File: src/rtl/cpu_ctrl_pkg.sv
// Shared definitions for the multi-cycle MIPS control path: state numbers,
// ALU opcodes, memory direction and the packed control word.
package cpu_ctrl_pkg;

    localparam int STATE_BITS = 7;

    typedef enum logic [STATE_BITS-1:0] {
        S_RESET      = 7'd0,
        S_FETCH_ADDR = 7'd1,
        S_FETCH_WAIT = 7'd2,
        S_IR_LOAD    = 7'd3,
        S_DECODE     = 7'd4,
        S_ADDU       = 7'd6,
        S_ST_ADDR    = 7'd7,
        S_ST_DATA    = 7'd8,
        S_ST_WAIT    = 7'd9,
        S_BEQ        = 7'd11,
        S_BR_TAKE    = 7'd12,
        S_LD_ADDR    = 7'd13,
        S_LD_WAIT    = 7'd14,
        S_LD_WB      = 7'd15,
        S_ERROR      = 7'd16,
        S_SUBU       = 7'd17,
        S_ADDIU      = 7'd18,
        S_SLTU       = 7'd19,
        S_SLTIU      = 7'd20,
        S_CLO        = 7'd21,
        S_CLZ        = 7'd22,
        S_AND        = 7'd23
    } state_e;

    localparam logic [3:0] ALU_ADD  = 4'd0;
    localparam logic [3:0] ALU_SUB  = 4'd1;
    localparam logic [3:0] ALU_SLTU = 4'd2;
    localparam logic [3:0] ALU_CLO  = 4'd3;
    localparam logic [3:0] ALU_CLZ  = 4'd4;
    localparam logic [3:0] ALU_AND  = 4'd5;

    localparam logic MEM_READ  = 1'b1;
    localparam logic MEM_WRITE = 1'b0;

    typedef struct packed {
        logic       pc_ld;
        logic       pc_sel;
        logic       mar_ld;
        logic       mdr_ld;
        logic       ir_ld;
        logic       rf_ld;
        logic       rf_src;
        logic       mem_en;
        logic       mem_rw;
        logic [3:0] alu_op;
        logic       mem_err;
    } ctrl_word_t;

    // True for the execute states the encoder is allowed to dispatch to.
    function automatic logic is_dispatch_legal(input logic [STATE_BITS-1:0] sel);
        case (sel)
            7'd6, 7'd7, 7'd11, 7'd13,
            7'd17, 7'd18, 7'd19, 7'd20,
            7'd21, 7'd22, 7'd23: is_dispatch_legal = 1'b1;
            default:             is_dispatch_legal = 1'b0;
        endcase
    endfunction

    // True for the states that hold a memory handshake open.
    function automatic logic is_wait_state(input state_e st);
        case (st)
            S_FETCH_WAIT, S_ST_WAIT, S_LD_WAIT: is_wait_state = 1'b1;
            default:                            is_wait_state = 1'b0;
        endcase
    endfunction

endpackage

File: src/rtl/ctrl_output_rom.sv
// Combinational state -> control-word decode for the sequencer.
import cpu_ctrl_pkg::*;

module ctrl_output_rom (
    input  state_e     st,
    output ctrl_word_t word
);

    // Decode one state into its datapath strobes; unlisted states are idle.
    always_comb begin
        word        = '0;
        word.alu_op = ALU_ADD;
        case (st)
            S_FETCH_ADDR, S_ST_ADDR, S_LD_ADDR: word.mar_ld = 1'b1;
            S_FETCH_WAIT, S_LD_WAIT: begin
                word.mem_en = 1'b1;
                word.mem_rw = MEM_READ;
            end
            S_ST_WAIT: begin
                word.mem_en = 1'b1;
                word.mem_rw = MEM_WRITE;
            end
            S_IR_LOAD: begin
                word.ir_ld = 1'b1;
                word.pc_ld = 1'b1;
            end
            S_ST_DATA: word.mdr_ld = 1'b1;
            S_LD_WB: begin
                word.rf_ld  = 1'b1;
                word.rf_src = 1'b1;
            end
            S_BEQ:   word.alu_op = ALU_SUB;
            S_BR_TAKE: begin
                word.pc_ld  = 1'b1;
                word.pc_sel = 1'b1;
            end
            S_ADDU, S_ADDIU: word.rf_ld = 1'b1;
            S_SUBU: begin
                word.rf_ld  = 1'b1;
                word.alu_op = ALU_SUB;
            end
            S_SLTU, S_SLTIU: begin
                word.rf_ld  = 1'b1;
                word.alu_op = ALU_SLTU;
            end
            S_CLO: begin
                word.rf_ld  = 1'b1;
                word.alu_op = ALU_CLO;
            end
            S_CLZ: begin
                word.rf_ld  = 1'b1;
                word.alu_op = ALU_CLZ;
            end
            S_AND: begin
                word.rf_ld  = 1'b1;
                word.alu_op = ALU_AND;
            end
            S_ERROR: word.mem_err = 1'b1;
            default: word = '0;
        endcase
    end

endmodule

File: src/rtl/control_sequencer.sv
// Multi-cycle MIPS control FSM: fetch / decode / execute with bounded
// memory waits. Control outputs are registered from the next state, so they
// line up with the state register; only mdr_ld in LD_WAIT and the illegal
// pulse in DECODE look at live inputs.
import cpu_ctrl_pkg::*;

module control_sequencer #(
    parameter int STATE_W     = 7,
    parameter int MOC_TIMEOUT = 255
) (
    input  logic               clk,
    input  logic               reset,
    input  logic [STATE_W-1:0] state_sel,
    input  logic               moc,
    input  logic               cond,
    output logic [STATE_W-1:0] state,
    output logic               pc_ld,
    output logic               pc_sel,
    output logic               mar_ld,
    output logic               mdr_ld,
    output logic               ir_ld,
    output logic               rf_ld,
    output logic               rf_src,
    output logic               mem_en,
    output logic               mem_rw,
    output logic [3:0]         alu_op,
    output logic               illegal,
    output logic               mem_err
);

    // Last wait-counter value that is still allowed before trapping.
    localparam logic [15:0] WAIT_LIMIT = 16'(MOC_TIMEOUT - 1);

    state_e                  state_r;
    state_e                  next_s;
    logic [15:0]             wait_cnt_r;
    ctrl_word_t              ctrl_r;
    ctrl_word_t              rom_s;
    logic [STATE_BITS-1:0]   sel_s;
    logic                    sel_legal_s;
    logic                    timeout_s;

    assign sel_s       = STATE_BITS'(state_sel);
    assign sel_legal_s = is_dispatch_legal(sel_s);
    assign timeout_s   = (wait_cnt_r == WAIT_LIMIT);

    // Next-state selection; a completed handshake beats a same-cycle timeout.
    always_comb begin
        next_s = state_r;
        case (state_r)
            S_RESET:      next_s = S_FETCH_ADDR;
            S_FETCH_ADDR: next_s = S_FETCH_WAIT;
            S_FETCH_WAIT: begin
                if (moc)            next_s = S_IR_LOAD;
                else if (timeout_s) next_s = S_ERROR;
                else                next_s = S_FETCH_WAIT;
            end
            S_IR_LOAD:    next_s = S_DECODE;
            S_DECODE: begin
                if (sel_legal_s) next_s = state_e'(sel_s);
                else             next_s = S_FETCH_ADDR;
            end
            S_ST_ADDR:    next_s = S_ST_DATA;
            S_ST_DATA:    next_s = S_ST_WAIT;
            S_ST_WAIT: begin
                if (moc)            next_s = S_FETCH_ADDR;
                else if (timeout_s) next_s = S_ERROR;
                else                next_s = S_ST_WAIT;
            end
            S_LD_ADDR:    next_s = S_LD_WAIT;
            S_LD_WAIT: begin
                if (moc)            next_s = S_LD_WB;
                else if (timeout_s) next_s = S_ERROR;
                else                next_s = S_LD_WAIT;
            end
            S_LD_WB:      next_s = S_FETCH_ADDR;
            S_BEQ: begin
                if (cond) next_s = S_BR_TAKE;
                else      next_s = S_FETCH_ADDR;
            end
            S_BR_TAKE:    next_s = S_FETCH_ADDR;
            S_ADDU, S_SUBU, S_ADDIU, S_SLTU,
            S_SLTIU, S_CLO, S_CLZ, S_AND: next_s = S_FETCH_ADDR;
            S_ERROR:      next_s = S_ERROR;
            default:      next_s = S_RESET;
        endcase
    end

    ctrl_output_rom u_rom (
        .st   (next_s),
        .word (rom_s)
    );

    // State register and registered control word.
    always_ff @(posedge clk) begin
        if (reset) begin
            state_r <= S_RESET;
            ctrl_r  <= '0;
        end else begin
            state_r <= next_s;
            ctrl_r  <= rom_s;
        end
    end

    // Wait counter: restarts on entry to a wait state, counts idle moc cycles.
    always_ff @(posedge clk) begin
        if (reset) begin
            wait_cnt_r <= 16'd0;
        end else if (is_wait_state(next_s) && !is_wait_state(state_r)) begin
            wait_cnt_r <= 16'd0;
        end else if (is_wait_state(state_r) && !moc) begin
            wait_cnt_r <= wait_cnt_r + 16'd1;
        end else begin
            wait_cnt_r <= wait_cnt_r;
        end
    end

    assign state   = STATE_W'(state_r);
    assign pc_ld   = ctrl_r.pc_ld;
    assign pc_sel  = ctrl_r.pc_sel;
    assign mar_ld  = ctrl_r.mar_ld;
    assign mdr_ld  = ctrl_r.mdr_ld | ((state_r == S_LD_WAIT) & moc);
    assign ir_ld   = ctrl_r.ir_ld;
    assign rf_ld   = ctrl_r.rf_ld;
    assign rf_src  = ctrl_r.rf_src;
    assign mem_en  = ctrl_r.mem_en;
    assign mem_rw  = ctrl_r.mem_rw;
    assign alu_op  = ctrl_r.alu_op;
    assign illegal = (state_r == S_DECODE) & ~sel_legal_s;
    assign mem_err = ctrl_r.mem_err;

endmodule

File: config.mk
export PLATFORM = sky130hd
export DESIGN_NAME = control_sequencer
export DESIGN_NICKNAME = d
export VERILOG_FILES = /design/src/rtl/cpu_ctrl_pkg.sv /design/src/rtl/ctrl_output_rom.sv /design/src/rtl/control_sequencer.sv
export SDC_FILE = /design/constraint.sdc
export NUM_CORES = 1
export LEC_CHECK = 0
export BUFFER_PORTS_ARGS = -buffer_cell sky130_fd_sc_hd__buf_2
export CORE_MARGIN = 3
export CORE_UTILIZATION = 59
export CTS_CLUSTER_DIAMETER = 100
export CTS_CLUSTER_SIZE = 8
export DETAILED_ROUTE_END_ITERATION = 7
export HOLD_SLACK_MARGIN = 0.1
export PLACE_DENSITY = 0.83
export SYNTH_ARGS = -nofsm -noshare
export SYNTH_HDL_FRONTEND = slang
export SYNTH_SLANG_ARGS = --single-unit
File: constraint.sdc
create_clock -name clk -period 5.1 [get_ports clk]
set_clock_uncertainty 0.1 [all_clocks]
set_input_delay 1.02 -clock clk [delete_from_list [all_inputs] [get_ports clk]]
set_output_delay 1.02 -clock clk [all_outputs]
set_load 0.1 [all_outputs]
---- Word-level counts from Yosys, hierarchy flattened ----
Memory sizes are Yosys's and may differ from the RTL's.
Cells that the tools add are included.
word-level totals
  flip-flop bits (word level) ............. 37
  latch bits .............................. 0
  bits in writable memories ............... 0
  memory bits (read-only) ................. 32
  input port bits ......................... 11
  output and inout bits ................... 22
  word-level logic and storage cells ...... 103
  memories kept ........................... 1
memories
  memory           words  bits a word  read ports  clocked after Yosys merged registers in  write ports  RTL line            text
  (no name shown)  32     1            1           0                                        0            cpu_ctrl_pkg.sv:58  case (sel)
cells by class
  add/sub/neg operators ................... 1
  $mul .................................... 0
  div/mod/pow operators ................... 0
  magnitude comparators ................... 0
  equality and inequality tests ........... 42
  shift operators ......................... 0
  mux-type cells .......................... 26
  bitwise gates (word level) .............. 4
  reductions and logical operators ........ 16
operator list
  operator                 count
  $eq A7 B5 Y1 const B     16
  $eq A7 B4 Y1 const B     14
  $pmux W7 S12             1
  $eq A7 B3 Y1 const B     5
  $mux W5                  6
  $eq A7 B2 Y1 const B     4
  $add A16 B1 Y16 const B  1
  $eq A16 B8 Y1 const B    1
  $mux W1                  15
  $pmux W3 S5              1
  $eq A7 B1 Y1 const B     2
  $reduce_or A11 Y1        1
  $reduce_or A2 Y1         5
  $reduce_or A3 Y1         3
  $reduce_or A9 Y1         1
  $logic_not A7 Y1         1
  $mux W7                  1
  $mux W4                  1
  $pmux W2 S2              1
  $and A1 B1 Y1            2
  $logic_and A1 B1 Y1      2
  $logic_not A1 Y1         2
  $logic_not A2 Y1         1
  $not A1 Y1               1
  $or A1 B1 Y1             1

---- Longest topological paths before layout ----
Gate-level depths: netlist of run 1.
  word-level depth ........................ 12
  depth in mapped cells ................... 11
  mapped depth without buffers ............ 9

---- By module ----
From an unflattened synthesis of run 1, not the netlist that was laid out.
second synthesis, totals
  cell total of the unflattened synthesis .. 256
  area total of the unflattened synthesis .. 2249.7 sq um
by module, submodules not included
  module             times used  cells each  area each (sq um)  sequential area each (sq um)
  control_sequencer  1           207         1974.4             740.7
  ctrl_output_rom    1           49          275.3              0.0

---- Worst setup path before layout of run 1 ----
OpenSTA, ideal clock, no wires.
  path type ............................... register -> register
  from .................................... register state_r[3], in the netlist state[3]
  to ...................................... register wait_cnt_r[0]
  library setup time ...................... 0.115 ns
  arrival time ............................ 3.685 ns
  required time ........................... 4.885 ns
  setup slack ............................. 1.201 ns
  stages on the path, launching flop included .. 10
  buffers on the path ..................... 2
  clock period less this slack ............ 3.899 ns
  cell sequence ........................... dfxtp_1 > buf_6 > or4_4 > nor3_4 > a21boi_2 > nor4bb_2 > or2_1 > o311ai_4 > buf_6 > nor2_1
between the ends
  longest elaborated chain between the ends .. 9
  elaborated cells on any way between the ends .. 39
  those cells by class .................... 24 x eq/ne; 7 x mux; 8 x reduce/logical
RTL lines
  item                                          RTL line                  text
  from (decl)                                   control_sequencer.sv:34   state_e state_r;
  from (signal assigned)                        control_sequencer.sv:100  state_r <= next_s;
  $eq A7 B3 Y1 (tied with other cells)          control_sequencer.sv:50   case (state_r)
  $reduce_or A11 Y1 (no line)                   --
  $pmux W7 S12                                  control_sequencer.sv:50
  $eq A7 B2 Y1 or $eq A7 B4 Y1 (tied branches)  cpu_ctrl_pkg.sv:68        case (st)
  $reduce_or A3 Y1                              cpu_ctrl_pkg.sv:68
  $mux W1                                       cpu_ctrl_pkg.sv:68
  $mux W1                                       control_sequencer.sv:107  if (reset) begin
  $logic_and A1 B1 Y1                           control_sequencer.sv:109  end else if (is_wait_state(next_s) && !is_wait_state(state_r)) begin
  $reduce_or A2 Y1 (no line)                    --
  to (signal assigned)                          control_sequencer.sv:112  wait_cnt_r <= wait_cnt_r + 16'd1;
  to (signal assigned)                          control_sequencer.sv:114  wait_cnt_r <= wait_cnt_r;
  to (decl)                                     control_sequencer.sv:36   logic [15:0] wait_cnt_r;
Parallel ways exist; a longest one is shown, timed or not. The select of a mux whose other input is x is not followed.
A chain may end at the register's enable or synchronous reset.

---- Worst setup path in the final report of run 1 ----
  from .................................... register state_r[0], in the netlist state[0]
  to ...................................... output illegal
between the ends
  longest elaborated chain between the ends .. 2
RTL lines
  item           RTL line                  text
  $eq A7 B3 Y1   control_sequencer.sv:129  assign illegal = (state_r == S_DECODE) & ~sel_legal_s;
  $and A1 B1 Y1  control_sequencer.sv:129
  to (decl)      control_sequencer.sv:27   output logic illegal,
No other way between the ends.

==> results of run 1 <==
cell usage after synthesis (3+ instances only):
cell type	number
or3_1	3
clkbuf_1	4
inv_1	7
and3_1	7
nor2_1	27
nor2b_1	3
nand2_1	21
nand4_1	5
dfxtp_1	36
xnor2_1	7
nor4_1	4
nand3_1	13
nor3b_1	3
nor3_1	5
a21oi_1	5
buf_4	5
o21ai_0	6
nand2b_1	4
xor2_1	10
how the worst min path moves through the flow:
| stage | cells past startpoint | end | start | slack [ns] |
|---|---|---|---|---|
| 3_3_place_gp | 2 | wait_cnt_r[5] | wait_cnt_r[5] | 0.40 |
| 2_1_floorplan | 2 | wait_cnt_r[5] | wait_cnt_r[5] | 0.38 |
| 6_report | 2 | wait_cnt_r[1] | wait_cnt_r[1] | 0.44 |
| 5_1_grt | 2 | wait_cnt_r[5] | wait_cnt_r[5] | 0.47 |
| 3_5_place_dp | 2 | wait_cnt_r[1] | wait_cnt_r[1] | 0.42 |
| 4_1_cts | 2 | wait_cnt_r[1] | wait_cnt_r[1] | 0.43 |
critical path: cells and delay by family (launching register included):
family	cells	cell delay, ns
simple gates	2	0.82
flops	1	0.45
buf+inv	1	0.45
compound gates	1	0.23
metrics by stage:
| step | total power, mW | worst slack [ns] | hold WS (ns) | cells | utilization (%) |
|---|---|---|---|---|---|
| finish | 0.5339 | 1.674 | 0.4382 | 293 | 72.82 |
| global route | 0.5530 | 1.554 | 0.4716 | 293 | 72.82 |
| CTS | 0.5357 | 1.674 | 0.4332 | 293 | 72.82 |
| detailed placement | 0.3393 | 1.589 | 0.4179 | 285 | 70.06 |
| global placement | 0.3385 | 1.651 | 0.3968 | 285 | 70.06 |
| floorplan | 0.3288 | 1.201 | 0.3771 | 224 | - |
registers in the layout, indices dropped and copies added, names as in the netlist:
name	flops
alu_op	3
ctrl_r	1
ir_ld	1
mar_ld	1
mem_en	1
mem_err	1
mem_rw	1
pc_ld	1
pc_sel	1
rf_ld	1
rf_src	1
state	7
wait_cnt_r	16
cell families after synthesis:
group | count (synthesis) | share of synthesized area (%)
buffers and inverters | 20 | 5.879
AO/OA/AOI/OAI | 35 | 14.47
XOR/XNOR | 17 | 7.860
other | 1 | 0.1980
multiplexers | 2 | 1.057
AND/OR/NAND/NOR | 109 | 31.18
adder cells (fa/ha/maj) | 2 | 1.321
flip-flops | 36 | 38.04
metal layers:
layer	track usage (%)	wire [um]
met5	0	0
met4	8.815	66
met3	5.396	256
met2	36.48	1914
met1	28.81	1823
where the power goes:
group / internal (mW) / switching (mW) / total (mW)
combinational: 0.0118 / 0.0360 / 0.0479
sequential: 0.283 / 0.00250 / 0.285
clock: 0.102 / 0.0985 / 0.201
total: 0.397 / 0.137 / 0.534
layout make-up:
cell class | count | area [um2] | share of cell area (%)
Tap cell | 42 | 52.55 | 2.488
Inverter | 7 | 26.28 | 1.244
Clock buffer | 5 | 37.54 | 1.777
Clock inverter | 3 | 42.54 | 2.014
Sequential cell | 36 | 720.7 | 34.12
Timing Repair Buffer | 32 | 162.7 | 7.701
Multi-Input combinational cell | 168 | 1070 | 50.65
==> flow_metrics.env, run 1 <==
export IMPL_synth_cells=222
export IMPL_cts_resized=0
export IMPL_finalHoldViolCount=0
export IMPL_ir_drop_mv=0.2335
export IMPL_grt_pass1_wl_mm=7.245
export IMPL_drc=0
export IMPL_die_w_um=62.67
export IMPL_synth_seq_cells=36
export IMPL_rsz0062_at_grt="no"
export IMPL_crit_start="state[0]"
export IMPL_final_nets=263
export IMPL_initial_core_util_pct=65.31
export IMPL_worstSetupStartpointType="flop"
export IMPL_p_leak_nw=0.8506
export IMPL_slew_headroom_pct=53.89
export IMPL_cts_buffers=5
export IMPL_grt_pass1_vias=1612
export IMPL_antenna_found_initial=0
export IMPL_gp_congestion=0.8242
export IMPL_postCtsSetupRepairBufs=0
export IMPL_regToRegEndpoint="wait_cnt_r[15]"
export IMPL_synthFlopType="dfxtp_1"
export IMPL_cts_hold_buf=0
export IMPL_crit_required_ns=3.98
export IMPL_drive_above_1_share_pct=19.52
export IMPL_hp_class="flop to flop"
export IMPL_fill_cells=243
export IMPL_hpwlAfterDp_mm=2.977
export IMPL_ys_seq_area_share_pct=38.04
export IMPL_cp_slowest_cell="or4_4"
export IMPL_design_area_mm2=0.002112
export IMPL_worstMarginPinSlew_ns=0.6916
export IMPL_r2r_slack_ns=2.18
export IMPL_syn_area_mm2=0.001894
export IMPL_synthTopCellsByArea="dfxtp_1 38%, nor2_1 5.4%, xor2_1 4.6%, nand2_1 4.2%, nand3_1 3.4%"
export IMPL_final_setup_viol_count=0
export IMPL_yosysTopAreaCell="dfxtp_1"
export IMPL_crit_end="illegal"
export IMPL_placed_area_mm2=0.002032
export IMPL_crit_chain="or4_4 > nor3_4 > a21boi_2 > buf_2"
export IMPL_wl_mm=4.061
export IMPL_die_h_um=62.67
export IMPL_grt_max_degree=17
export IMPL_rows=19
export IMPL_viasPerCell=5.669
export IMPL_antenna_left=0
export IMPL_status="complete, no violations"
export IMPL_ys_types=55
export IMPL_yosysWarnings=0
export IMPL_async_flop_share_pct=0
export IMPL_final_cell_mix="36 x dfxtp_1, 31 x buf_2, 27 x nor2_1"
export IMPL_worstSetupPathType="flop to primary output"
export IMPL_io_buffers=31
export IMPL_crit_fanout=13
export IMPL_route_detailed_wl_per_inst_um=13.86
export IMPL_synth_edf_count=0
export IMPL_area_growth_pct=11.49
export IMPL_cts_sinks=36
export IMPL_final_common_cell="dfxtp_1"
export IMPL_fin_tns_setup_ns=0
export IMPL_diodes=0
export IMPL_dr_total_vias=1661
export IMPL_grt_ovfl_total=0
export IMPL_cts_htree_levels=2
export IMPL_cts_tree="done"
export IMPL_drt_iter0_drc=143
export IMPL_dieArea_mm2=0.003927
export IMPL_drv_cap=0
export IMPL_end_kind="primary output"
export IMPL_worstRegToRegCells=7
export IMPL_cts_root_buffer="clkbuf_4"
export IMPL_io_pins=33
export IMPL_slew_viol_final=0
export IMPL_max_stage_delay_ns=0.59
export IMPL_cp_arrival_ns=2.31
export IMPL_post_route_min_period_ns=3.426
export IMPL_cts_buffer_depth=2
export IMPL_worstSkewPairLatency_ns=0.35
export IMPL_core_area_mm2=0.002900
export IMPL_cts_clk_slew_worst_paths_ns=0.12
export IMPL_syn_avg_cell_area_um2=8.533
export IMPL_p_per_area_mw_per_mm2=252.8
export IMPL_synth_top_area_share_pct=38.04
export IMPL_track_usage_pct=22.53
export IMPL_fmax_mhz=291.9
export IMPL_timing_rr_start="state[0]"
export IMPL_fin_crit_sh_pct=67.18
export IMPL_first_pass_iters=5
Note: power is estimated with default switching activity, not from simulation.
==> inputs of run 2 (changes only) <==
CORE_UTILIZATION = 55   (was 59)
PLACE_DENSITY = 0.79   (was 0.83)
clock period = 3.3 ns   (was 5.1 ns; I/O delays follow)
==> run 2 against run 1 <==
  * Worst setup slack lost 1.3 ns
  * Design area grew 1.2%
  * Routed wire length shrank 4.0%
  * Clock-buffer cell count rose by 1
  * Critical endpoint unchanged
  * Register-to-register slack got worse by 1.5 ns
  * Critical path depth stayed put
  * Largest power group unchanged
  * Largest cell class unchanged
  * Non-clock buffer count up 3
==> flow_metrics.env, run 2 (same netlist as run 1, synthesis figures left out) <==
export IMPL_path_buf_inv=1
export IMPL_antenna_left=0
export IMPL_drv_cap=0
export IMPL_cts_buffer_depth=2
export IMPL_crit_required_ns=2.54
export IMPL_grt_pass1_vias=1648
export IMPL_area_growth_pct=12.88
export IMPL_track_usage_pct=21.68
export IMPL_route_detailed_wl_per_inst_um=13.08
export IMPL_cp_arrival_ns=2.18
export IMPL_critPathTopFamily="simple AND/OR/NAND/NOR gates"
export IMPL_hold_slack_ns=0.4309
export IMPL_wl_mm=3.898
export IMPL_power_frac_comb_pct=10.0
export IMPL_cts_tree="done"
export IMPL_diodes=0
export IMPL_io_buffers=31
export IMPL_fmax_mhz=339.8
export IMPL_worstMarginPinSlew_ns=0.6148
export IMPL_final_nets=266
export IMPL_worstHoldEndpoint="wait_cnt_r[1]"
export IMPL_regMostFlops="wait_cnt_r"
export IMPL_dr_total_vias=1669
export IMPL_final_setup_viol_count=0
export IMPL_timing_rr_start="state[0]"
export IMPL_first_pass_iters=4
export IMPL_antenna_found_initial=0
export IMPL_viasPerCell=5.601
export IMPL_cp_slowest_cell="or4_4"
export IMPL_max_stage_delay_ns=0.56
export IMPL_p_clk_share_pct=32.6
export IMPL_die_w_um=64.69
export IMPL_gp_congestion=0.8763
export IMPL_post_route_min_period_ns=2.943
export IMPL_design_area_mm2=0.002138
export IMPL_slew_headroom_pct=59.01
export IMPL_swShare_pct=26.78
export IMPL_drc=0
export IMPL_finish_utilization_pct=67.28
export IMPL_grt_ovfl_total=0
export IMPL_rsz0062_at_grt="no"
export IMPL_initial_core_util_pct=59.61
export IMPL_largest_reg_flops=16
export IMPL_dieArea_mm2=0.004184
export IMPL_whs_path_depth=2
export IMPL_cts_root_buffer="clkbuf_4"
export IMPL_finalHoldViolCount=0
export IMPL_register_area_um2=729.5
export IMPL_r2r_slack_ns=0.65
export IMPL_power_switching_mw=0.2056
export IMPL_regToRegEndpoint="wait_cnt_r[1]"
export IMPL_grt_max_degree=17
export IMPL_p_per_area_mw_per_mm2=359.0
export IMPL_slew_viol_final=0
export IMPL_worstRegToRegCells=8
export IMPL_cts_clk_slew_worst_paths_ns=0.11
export IMPL_hp_class="flop to flop"
export IMPL_grt_pass1_wl_mm=7.203
export IMPL_crit_fanout=13
export IMPL_min_from="wait_cnt_r[1]"
export IMPL_p_int_mw=0.5621
export IMPL_multi_input_area_mm2=0.001077
export IMPL_drive_above_1_share_pct=22.44
export IMPL_io_pins=33
export IMPL_hpwlAfterDp_mm=2.957
export IMPL_rows=20
export IMPL_p_leak_nw=0.8651
export IMPL_worstSetupPathType="flop to primary output"
export IMPL_placed_area_mm2=0.002073
export IMPL_cts_sinks=36
export IMPL_fill_cells=279
export IMPL_die_h_um=64.69
export IMPL_cts_hold_buf=0
export IMPL_postCtsSetupRepairBufs=0
export IMPL_seq_power_share_pct=57.4
export IMPL_end_kind="primary output"
export IMPL_cts_resized=0
export IMPL_drt_iter0_drc=131
export IMPL_cts_buffers=5
export IMPL_core_area_mm2=0.003178
export IMPL_cts_htree_levels=2
export IMPL_crit_chain="or4_4 > nor3_4 > a21boi_4 > buf_2"
export IMPL_status="complete, no violations"
export IMPL_ir_drop_mv=0.3468
export IMPL_final_cell_mix="31 x dfxtp_1, 31 x buf_2, 27 x nor2_1"
export IMPL_worstSetupStartpointType="flop"
export IMPL_fin_tns_setup_ns=0
export IMPL_fin_crit_sh_pct=89.18
export IMPL_worstSkewPairLatency_ns=0.34
## run 2: metrics by stage
stage                     instances  power (mW)  setup slack, ns
after floorplan                 224      0.5083          0.04632
after global placement          290      0.5268           0.3706
after detailed placement        290      0.5273           0.3661
after CTS                       298      0.7766           0.3405
after global routing            298      0.8064           0.2199
final                           298      0.7676           0.3570
## run 2: worst max path at each step
stage                         from       endpoint  slack [ns]  depth (start not counted)
after floorplan           state[5]  wait_cnt_r[0]        0.05                          8
after global placement         moc  wait_cnt_r[1]        0.37                          9
after detailed placement       moc  wait_cnt_r[1]        0.37                          9
after CTS                 state[0]        illegal        0.34                          4
after global routing      state[4]         mdr_ld        0.22                          5
final                     state[0]        illegal        0.36                          4
## run 2: layer usage
| layer | GRT usage [%] | part of all wire, % | wire length, um |
|---|---|---|---|
| met4 | 6.332 | 1.1 | 41 |
| met3 | 6.412 | 5.8 | 226 |
| met1 | 29.70 | 50 | 1942 |
| met5 | 0 | 0 | 0 |
| met2 | 32.99 | 43 | 1687 |
## run 2: power groups by stage
stage	clock, mW	sequential, mW	combinational [mW]
2_1_floorplan	0	0.469	0.0390
3_3_place_gp	0	0.450	0.0763
3_5_place_dp	0	0.451	0.0766
4_1_cts	0.259	0.441	0.0768
5_1_grt	0.281	0.442	0.0834
6_report	0.250	0.441	0.0766
## run 2: layout make-up
cell class / instances / area share (%)
clock buffer: 6 / 2.399
clock inverter: 2 / 0.6437
inverter: 7 / 1.229
multi-input combinational: 168 / 50.38
sequential: 36 / 34.11
tap: 44 / 2.575
timing repair buffer: 35 / 8.660
## run 2: tightest hold or removal path, stage by stage (launching register included)
cell and delay [ns]:
dfxtp_1 0.35, nor2_1 0.10, a211oi_1 0.04
==> inputs of run 3 (changes only) <==
PLACE_DENSITY = 0.82   (was 0.79)
==> run 3 against run 2 <==
  * Design area about the same
  * Worst setup slack got worse by 0.056 ns
  * Non-clock buffer count rose by 1
  * Hold slack lost 0.0073 ns
  * Via count increased by 0.84%
  * Sequential share of layout area about the same
  * Power down 0.75%
  * First-iteration DRC count grew 23%
  * Largest power group unchanged
  * Highest routed layer unchanged
==> flow_metrics.env, run 3 (same netlist as run 1, synthesis figures left out) <==
export IMPL_worstSkewPairLatency_ns=0.33
export IMPL_status="complete, no violations"
export IMPL_finalHoldViolCount=0
export IMPL_grt_pass1_wl_mm=7.155
export IMPL_worstSetupPathType="flop to primary output"
export IMPL_min_from="wait_cnt_r[5]"
export IMPL_area_growth_pct=12.95
export IMPL_antenna_found_initial=0
export IMPL_core_area_mm2=0.003178
export IMPL_cts_resized=0
export IMPL_dieArea_mm2=0.004184
export IMPL_crit_fanout=9
export IMPL_p_per_area_mw_per_mm2=356.1
export IMPL_design_area_mm2=0.002140
export IMPL_post_route_min_period_ns=2.999
export IMPL_antenna_left=0
export IMPL_cts_tree="done"
export IMPL_final_nets=267
export IMPL_die_h_um=64.69
export IMPL_cts_buffer_depth=2
export IMPL_hpwlAfterDp_mm=2.999
export IMPL_slew_headroom_pct=56.25
export IMPL_p_leak_nw=0.8631
export IMPL_first_pass_iters=4
export IMPL_worstHoldEndpoint="wait_cnt_r[5]"
export IMPL_grtUsageMet2_pct=33.12
export IMPL_grt_max_degree=17
export IMPL_drc=0
export IMPL_fill_cells=289
export IMPL_fin_cells=299
export IMPL_drive_above_1_share_pct=21.96
export IMPL_drv_cap=0
export IMPL_initial_core_util_pct=59.61
export IMPL_worstMarginPinSlew_ns=0.6563
export IMPL_final_cell_mix="31 x dfxtp_1, 31 x buf_2, 27 x nor2_1"
export IMPL_placed_area_mm2=0.002081
export IMPL_route_detailed_wl_per_inst_um=13.72
export IMPL_io_pins=33
export IMPL_worstSetupStartpointType="flop"
export IMPL_cts_sinks=36
export IMPL_dr_total_vias=1683
export IMPL_cts_clk_slew_worst_paths_ns=0.11
export IMPL_r2r_slack_ns=0.60
export IMPL_cts_hold_buf=0
export IMPL_cp_arrival_ns=2.24
export IMPL_dp_cells=291
export IMPL_drt_iter0_drc=161
export IMPL_preCtsSetupSlack_ns=0.3137
export IMPL_fmax_mhz=333.5
export IMPL_setup_slack_ns=0.3012
export IMPL_end_kind="primary output"
export IMPL_postCtsSetupRepairBufs=0
export IMPL_cts_htree_levels=2
export IMPL_largest_reg_flops=16
export IMPL_met3_usage_pct=5.199
export IMPL_viasPerCell=5.629
export IMPL_crit_required_ns=2.54
export IMPL_timing_rr_start="state[0]"
export IMPL_gp_congestion=0.9142
export IMPL_regToRegEndpoint="wait_cnt_r[1]"
export IMPL_grt_pass1_vias=1592
export IMPL_cts_buffers=5
export IMPL_met1_usage_pct=30.41
export IMPL_grt_ovfl_total=0
export IMPL_regMostFlops="wait_cnt_r"
export IMPL_rows=20
export IMPL_slew_viol_final=0
export IMPL_ir_drop_mv=0.2916
export IMPL_fin_tns_setup_ns=0
export IMPL_die_w_um=64.69
export IMPL_io_buffers=31
export IMPL_whs_path_depth=2
export IMPL_final_setup_viol_count=0
export IMPL_wl_mm=4.102
export IMPL_rsz0062_at_grt="no"
export IMPL_hp_class="flop to flop"
export IMPL_fin_crit_sh_pct=90.87
export IMPL_worstRegToRegCells=8
export IMPL_diodes=0
export IMPL_track_usage_pct=21.55
export IMPL_grt_busiest_layer="met2"
export IMPL_cts_root_buffer="clkbuf_4"
## run 3: layout make-up
| class | instances | area (um2) | area share [%] |
|---|---|---|---|
| well taps | 44 | 55.05 | 2.573 |
| inverters | 7 | 26.28 | 1.228 |
| flip-flops and latches | 36 | 729.5 | 34.09 |
| repair buffers | 36 | 192.7 | 9.006 |
| clock buffers | 8 | 58.81 | 2.749 |
| multi-input cells | 168 | 1077 | 50.35 |
## run 3: worst max-delay path by stage
stage / startpoint / to
2_1_floorplan: state[5] / wait_cnt_r[0]
3_3_place_gp: moc / wait_cnt_r[1]
5_1_grt: state[4] / mdr_ld
4_1_cts: state[4] / mdr_ld
6_report: state[4] / mdr_ld
3_5_place_dp: moc / wait_cnt_r[1]
## run 3: stage by stage
step           hold slack (ns)  power [mW]  util [%]
4_1_cts                 0.4301      0.7692     67.32
3_5_place_dp            0.3992      0.5273     65.47
5_1_grt                 0.4767      0.7881     67.32
2_1_floorplan           0.3771      0.5083         -
6_report                0.4235      0.7619     67.32
3_3_place_gp            0.4017      0.5263     65.47
## run 3: routing by layer
metal	part of all wire [%]	vias to the layer above
li1	-	843
met1	48	780
met2	44	56
met3	7.2	4
met4	0.68	0
met5	0	-
## run 3: power by group
part	total (mW)	switching [mW]	internal, mW
logic	0.0778	0.0576	0.0202
clock network	0.244	0.138	0.105
registers	0.441	0.00384	0.437
total	0.762	0.200	0.562
## run 3: worst max-delay path, stage by stage (launching register included)
cell and delay [ns]:
dfxtp_1 0.40, or3_1 0.52, nor3_1 0.31, nand2_1 0.14, nand2b_1 0.10, buf_2 0.42
